### config.mk
export PLATFORM = sky130hd
export DESIGN_NAME = rtc_bus_sequencer
export DESIGN_NICKNAME = d
export VERILOG_FILES = /design/src/rtl/rtc_bus_sequencer.sv
export SDC_FILE = /design/constraint.sdc
export NUM_CORES = 1
export LEC_CHECK = 0
export CORE_MARGIN = 5
export CORE_UTILIZATION = 30
export CTS_BUF_LIST = sky130_fd_sc_hd__clkbuf_8 sky130_fd_sc_hd__clkbuf_16
export DETAILED_ROUTE_END_ITERATION = 10
export SLEW_MARGIN = 20
export SYNTH_ARGS = -nofsm -noshare
export SYNTH_HDL_FRONTEND = slang
export SYNTH_SLANG_ARGS = --single-unit
### constraint.sdc
create_clock -name clk -period 2.65 [get_ports clk]
set_input_delay 0.265 -clock clk [delete_from_list [all_inputs] [get_ports clk]]
set_output_delay 0.265 -clock clk [all_outputs]
set_load 0.01 [all_outputs]
### src/rtl/rtc_bus_sequencer.sv
// One complete multiplexed AD-bus access: address phase, turnaround gap, data phase.
// Strobes are decoded from the next state and registered so they change cleanly with the state.
module rtc_bus_sequencer #(
    parameter int unsigned T_SETUP = 2,
    parameter int unsigned T_PULSE = 10,
    parameter int unsigned T_HOLD  = 2,
    parameter int unsigned T_GAP   = 5
) (
    input  logic       clk,
    input  logic       rst,
    input  logic       req,
    input  logic       rw,
    input  logic [7:0] addr,
    input  logic [7:0] wdata,
    input  logic [7:0] ad_in,
    output logic [7:0] ad_out,
    output logic       ad_oe,
    output logic       a_d,
    output logic       cs,
    output logic       rd,
    output logic       wr,
    output logic       busy,
    output logic       done,
    output logic [7:0] rdata
);

    typedef enum logic [3:0] {
        IDLE, A_SETUP, A_PULSE, A_HOLD, GAP, D_SETUP, D_PULSE, D_HOLD, DONE
    } state_t;

    state_t     r_state, w_next;
    logic [7:0] r_cnt, w_cnt_next;
    logic       r_rw;
    logic [7:0] r_addr, r_wdata;
    logic       w_rw;
    logic [7:0] w_addr, w_wdata;
    logic       r_ad_oe, r_a_d, r_cs, r_rd, r_wr, r_busy, r_done;
    logic       w_ad_oe, w_a_d, w_cs, w_rd, w_wr;
    logic [7:0] r_ad_out, w_ad_out, r_rdata;

    function automatic logic [7:0] phase_len(input state_t s);
        case (s)
            A_SETUP, D_SETUP: phase_len = 8'(T_SETUP - 1);
            A_PULSE, D_PULSE: phase_len = 8'(T_PULSE - 1);
            A_HOLD,  D_HOLD:  phase_len = 8'(T_HOLD - 1);
            GAP:              phase_len = 8'(T_GAP - 1);
            default:          phase_len = '0;
        endcase
    endfunction

    // In IDLE the request fields come straight from the inputs so the first
    // registered outputs of A_SETUP already reflect the accepted access.
    assign w_rw    = (r_state == IDLE) ? rw    : r_rw;
    assign w_addr  = (r_state == IDLE) ? addr  : r_addr;
    assign w_wdata = (r_state == IDLE) ? wdata : r_wdata;

    always_comb begin
        w_next     = r_state;
        w_cnt_next = r_cnt;
        if (r_state == IDLE) begin
            if (req) w_next = A_SETUP;
        end else if (r_cnt != '0) begin
            w_cnt_next = r_cnt - 8'd1;
        end else begin
            case (r_state)
                A_SETUP: w_next = A_PULSE;
                A_PULSE: w_next = A_HOLD;
                A_HOLD:  w_next = GAP;
                GAP:     w_next = D_SETUP;
                D_SETUP: w_next = D_PULSE;
                D_PULSE: w_next = D_HOLD;
                D_HOLD:  w_next = DONE;
                default: w_next = IDLE;
            endcase
        end
        if (w_next != r_state) w_cnt_next = phase_len(w_next);
    end

    always_comb begin
        w_cs     = 1'b1;
        w_rd     = 1'b1;
        w_wr     = 1'b1;
        w_a_d    = 1'b1;
        w_ad_oe  = 1'b0;
        w_ad_out = r_ad_out;
        case (w_next)
            A_SETUP, A_PULSE, A_HOLD: begin
                w_cs     = 1'b0;
                w_a_d    = 1'b0;
                w_ad_oe  = 1'b1;
                w_ad_out = w_addr;
                w_wr     = (w_next != A_PULSE);
            end
            GAP: begin
                w_ad_oe  = ~w_rw;
                w_ad_out = w_wdata;
            end
            D_SETUP, D_PULSE, D_HOLD: begin
                w_cs     = 1'b0;
                w_ad_oe  = ~w_rw;
                w_ad_out = w_wdata;
                if (w_next == D_PULSE) begin
                    w_wr = w_rw;
                    w_rd = ~w_rw;
                end
            end
            default: ;
        endcase
    end

    always_ff @(posedge clk or negedge rst) begin
        if (!rst) begin
            r_state  <= IDLE;
            r_cnt    <= '0;
            r_rw     <= 1'b0;
            r_addr   <= '0;
            r_wdata  <= '0;
            r_cs     <= 1'b1;
            r_rd     <= 1'b1;
            r_wr     <= 1'b1;
            r_a_d    <= 1'b1;
            r_ad_oe  <= 1'b0;
            r_ad_out <= '0;
            r_busy   <= 1'b0;
            r_done   <= 1'b0;
            r_rdata  <= '0;
        end else begin
            r_state  <= w_next;
            r_cnt    <= w_cnt_next;
            r_rw     <= w_rw;
            r_addr   <= w_addr;
            r_wdata  <= w_wdata;
            r_cs     <= w_cs;
            r_rd     <= w_rd;
            r_wr     <= w_wr;
            r_a_d    <= w_a_d;
            r_ad_oe  <= w_ad_oe;
            r_ad_out <= w_ad_out;
            r_busy   <= (w_next != IDLE);
            r_done   <= (w_next == DONE);
            if (r_state == D_PULSE && r_cnt == '0 && r_rw)
                r_rdata <= ad_in;
        end
    end

    assign ad_out = r_ad_out;
    assign ad_oe  = r_ad_oe;
    assign a_d    = r_a_d;
    assign cs     = r_cs;
    assign rd     = r_rd;
    assign wr     = r_wr;
    assign busy   = r_busy;
    assign done   = r_done;
    assign rdata  = r_rdata;

endmodule

**Word level (Yosys, flattened, before mapping)**

Cells that the tools add are included.

- $add $sub $neg: 1
- Equal/unequal tests: 18
- Muxes and demuxes: 19
- Bitwise gates (word level): 1
- Reduce and logical (&&, ||, !) cells: 15

Operators by type and width:

| operator | number |
|---|---|
| 8-bit 2-to-1 mux | 5 |
| 4-bit by 3-bit equality test with 1-bit output (second input constant) | 8 |
| 4-bit case mux with 7 select lines | 1 |
| 4-bit by 2-bit equality test with 1-bit output (second input constant) | 4 |
| 8-bit case mux with 2 select lines | 1 |
| 4-bit 2-to-1 mux | 3 |
| 4-bit case mux with 3 select lines | 1 |
| 4-bit by 1-bit equality test with 1-bit output (second input constant) | 2 |
| 8-bit logical NOT | 1 |
| 8-bit nonzero test | 1 |
| 4-bit OR reduction | 2 |
| 8-bit by 1-bit subtractor with 8-bit output (second input constant) | 1 |
| 1-bit 2-to-1 mux | 6 |
| 3-bit OR reduction | 2 |
| 6-bit OR reduction | 1 |
| 4-bit equality test (second input constant) | 1 |
| 4-bit logical NOT | 1 |
| 4-bit by 2-bit inequality test with 1-bit output (second input constant) | 1 |
| 4-bit inequality test | 1 |
| 1-bit case mux with 2 select lines | 2 |
| 2-bit nonzero test | 2 |
| 4-bit nonzero test | 1 |
| 1-bit logical AND | 2 |
| 2-bit by 1-bit inequality test with 1-bit output (second input constant) | 1 |
| 3 further kinds | 3 |

- Bits in registers: 52
- Logic and storage cells: 68

**Longest topological paths before layout**

- Depth after elaboration: 8
- Gate-level depth with buffers: 8
- Mapped depth without buffers: 6

**Worst setup path after synthesis**

OpenSTA, ideal clock, no wires.

- Kind: reg-to-reg
- Start point: register r_cnt[0]
- End point: register r_ad_out[0], in the netlist ad_out[0]
- Data arrival time: 2.018 ns
- Slack: 0.482 ns
- Cell stages (with the launch flop): 8
- Cells stage by stage: dfrtp_1 -> inv_1 -> ha_1 -> or3b_2 -> buf_2 -> nor3_4 -> mux2i_1 -> o221ai_1

- Longest elaborated chain between the ends: 6
- Elaborated cells between the ends (all ways): 14
- Those cells by class: eq/ne: 7; mux: 3; reduce/logical: 4

Ends and longest elaborated chain:

| what | line | text |
|---|---|---|
| from (decl) | 32 | `logic [7:0] r_cnt, w_cnt_next;` |
| from (signal assigned) | 129 | `r_cnt <= w_cnt_next;` |
| 8-bit nonzero test (*) | 62 | `end else if (r_cnt != '0) begin` |
| 4-bit 2-to-1 mux (*) | 62 |  |
| 4-bit 2-to-1 mux (*) | 60 | `if (r_state == IDLE) begin` |
| 4-bit by 3-bit equality test with 1-bit output, or another cell as far along | 86 | `case (w_next)` |
| 4-bit OR reduction (no line) / 3-bit OR reduction (equally long branches) | - |  |
| 8-bit case mux with 2 select lines / 2-bit nonzero test (equally long branches) | - |  |
| to (signal assigned) | 138 | `r_ad_out <= w_ad_out;` |
| to (decl) | 39 | `logic [7:0] r_ad_out, w_ad_out, r_rdata;` |

Every way passes the cells marked *; elsewhere a longest branch is shown, timed or not.
A chain may end at the register's enable or synchronous reset.

**Final worst setup path**

- Start point: register r_cnt[0]
- End point: register r_rdata[6], in the netlist rdata[6]

- Longest elaborated chain between the ends: 3

Ends and longest elaborated chain:

| what | line | text |
|---|---|---|
| 8-bit logical NOT | 141 | `if (r_state == D_PULSE && r_cnt == '0 && r_rw)` |
| 1-bit logical AND (2 in series) | 141 |  |
| to (signal assigned) | 142 | `r_rdata <= ad_in;` |
| to (decl) | 39 |  |

Every way passes these cells.

==> out/results.ini <==
[status]
outcome = finished clean

[route]
avgViaCountPerCell = 4.81
final_antenna_net_count = 0
initialDrtViolationCount = 210
dr.pass1.iters = 4
drt-wirelength-per-cell_um = 13.9
routed_wirelength_mm = 5.04
drc = 0
dr_total_vias = 1745

[power_and_ir_drop]
finalPower_mw = 2.87
max-vdd-ir-drop_mv = 0.379
p_int_mw = 1.87
swShare_pct = 34.9
powerDensity_mw_per_mm2 = 934
sequentialPowerShare_pct = 47.8
pwr-share-comb_pct = 36.0
netSwitchingPower_uw = 1000
leakagePower_nw = 1.27
clkPwrFrac_pct = 16.2

[synthesis]
ys.warnings.count = 0
syn-num-nets = 239
yosysSeqAreaShare_pct = 55.6
avgSynthCellArea_um2 = 11.2
yosysTopAreaCell = dfrtp_1
syn_area_mm2 = 0.00235
synth_top_area_share_pct = 51.1
synth_cells = 209
synthTopCellsByArea = dfrtp_1 (51%), mux2i_1 (7.7%), dfstp_2 (4.5%), mux2_2 (3.8%), inv_1 (3.2%)
synth_seq_cells = 52
synth_cell_types = 44

[clock_tree]
cts.sinks = 52
cts_tree = built
root_buffer = clkbuf_8
clk_pin_slew_worst_paths_ps = 90
cts.htree.levels = 2
insertion_delay_ps = 300
cts_buffers = 5
cts_max_path_buffers = 2

[layout]
mostFrequentLayoutCells = clkdlybuf4s50_1 (49), dfrtp_1 (48), inv_1 (21), mux2i_1 (18), nand2_1 (15)
design_area_mm2 = 0.00307
final_common_cell = clkdlybuf4s50_1
final_util_pct = 39.9
antenna_cells = 0
stdcell_count = 363
nets = 290
drive_gt1_share_pct = 11.9
area_growth_pct = 30.6

[place]
post-place-ws_ps = 355
dp_cells = 354
dp_hpwl_mm = 3.63
io_buffer_count = 50
place.gp.congestion = 0.800
placed_cell_area_mm2 = 0.00296

[floorplanning]
start_util_pct = 30.6
io_pins = 51
core_area_mm2 = 0.00769
die_area_mm2 = 0.00970
num_rows = 32
die_h_um = 98.5
fp.dieW_um = 98.5

[setup_path]
setup.worst_path.start = r_cnt[0]
cp_data_required_time_ps = 2840
r2r_cells = 6
r2r_end = rdata[6]
path_class = reg -> reg
rr_startpoint = r_cnt[0]
crit_arrival_ps = 2460
worstPathCellList = inv_1 > ha_1 > nor3b_1 > nand2_2 > nor4b_4 > mux2_2
crit_path_max_fanout = 8
worstSetupStartpointType = flip-flop
critPathMaxStageDelay_ps = 560
ff2ff_setup_slack_ps = 380
worstSetupEndpointType = flip-flop
slowest_stage = nor4b_4

[global_routing]
grt_pass1_wl_mm = 8.64
grt_util_all_layers_pct = 10.9
grt_pass1_vias = 1763
antenna_found_initial = 0
grt_max_degree = 29
overflow = 0

[worst_hold_path]
min_to = r_cnt[0]
min_path_cells = 1
hold_path_startpoint = r_cnt[0]
hold_path.class = reg -> reg

[sta]
final_hold_viol_count = 0
min_period_ps = 2270
timing.hold.ws_ps = 475
max_clock_freq_mhz = 440
final-setup-viol-count = 0
tightest_slew_ps = 630
finClkSkew_ps = 7.77
period_share_pct = 85.8
setup_tns_ps = 0
setup_ws_ps = 377
rsz0062_at_grt = no
maxSlewViolCount = 0
relSlewSlack_pct = 57.6

[run]
drv_cap = 0

cell families (layout without fill, tap and decap cells):
kind of cell | Yosys count | count (layout) | share of synthesized area (%)
buffers and inverters | 31 | 83 | 5.22
and+or+nand+nor | 55 | 55 | 13.6
adders and majority gates | 2 | 2 | 1.06
AOI/OAI and AO/OA | 40 | 40 | 11.8
muxes | 27 | 27 | 12.0
xor gates and xnor gates | 2 | 2 | 0.746
DFF | 52 | 52 | 55.6
area by class of cell:
class                      count  area (um^2)
timing repair buffer          55          536
tap                          102          128
multi-input combinational    126          930
clock inverter                 2         11.3
fill                         757         4620
clock buffer                   6         82.6
sequential                    52         1310
inverter                      20         75.1
flip-flops by register name, summed over array words and instances, names as in the netlist:
register  flops
a_d           1
ad_oe         1
ad_out        8
busy          1
cs            1
done          1
r_addr        8
r_cnt         8
r_rw          1
r_state       4
r_wdata       8
rd            1
rdata         8
wr            1
cells in the mapped netlist (all sizes together):
cell and number:
o2bb2a 1, nor4b 1, a32o 1, nor4 3
a311o 1, nor2 14, ha 2, inv 20
o2111ai 2, nand2 16, mux2 9, a21oi 6
o211ai 1, nor2b 2, and3 1, nand3 2
dfstp 4, or2 1, nor3 5, a31oi 2
xor2 2, buf 5, o21ai 12, dfrtp 48
a211oi 1, or4 3, mux2i 18, o221ai 8
a221oi 1, o2bb2ai 1, nor3b 1, nand2b 2
clkbuf 6, o31ai 1, o21a 1, nand4 1
or3 2, a211o 1, or3b 1
power by group through the flow:
stage	clock [mW]	sequential, mW	combinational (mW)
2_1_floorplan	0	1.34	0.627
3_3_place_gp	0	1.38	1.02
3_5_place_dp	0	1.37	1.04
4_1_cts	0.483	1.37	1.05
5_1_grt	0.506	1.41	1.16
6_report	0.465	1.37	1.03
per-layer routing:
metal,vias to the layer above,share of wire [%],GRT usage (%)
met2,33,47,17.6
li1,842,-,-
met3,4,4.8,3.18
met5,-,0,0
met1,866,47,14.1
met4,0,0.52,3.15
how the worst max path moves through the flow:
stage                     slack [ps]   endpoint  cells after the start
after floorplan                  480  ad_out[0]                      7
after global placement           460   rdata[0]                      6
after detailed placement         350   rdata[6]                      6
after CTS                        340   rdata[6]                      6
after global routing             170   rdata[0]                      6
final                            380   rdata[6]                      6
worst max-delay path: cells and delay by family (launching register included):
family / cells / cell delay, ps
DFF: 1 / 400
and+or+nand+nor: 3 / 1100
adders and majority gates: 1 / 160
buffers and inverters: 1 / 100
muxes: 1 / 400
repair_timing:
| item | 4_1_cts | 5_1_grt |
|---|---|---|
| endpoints found under the hold margin | 21 | 0 |
| hold buffers | 1 | 0 |
| gates resized for setup | 0 | 0 |
| setup buffers | 0 | 0 |
Power figures use the tool's default switching activity.
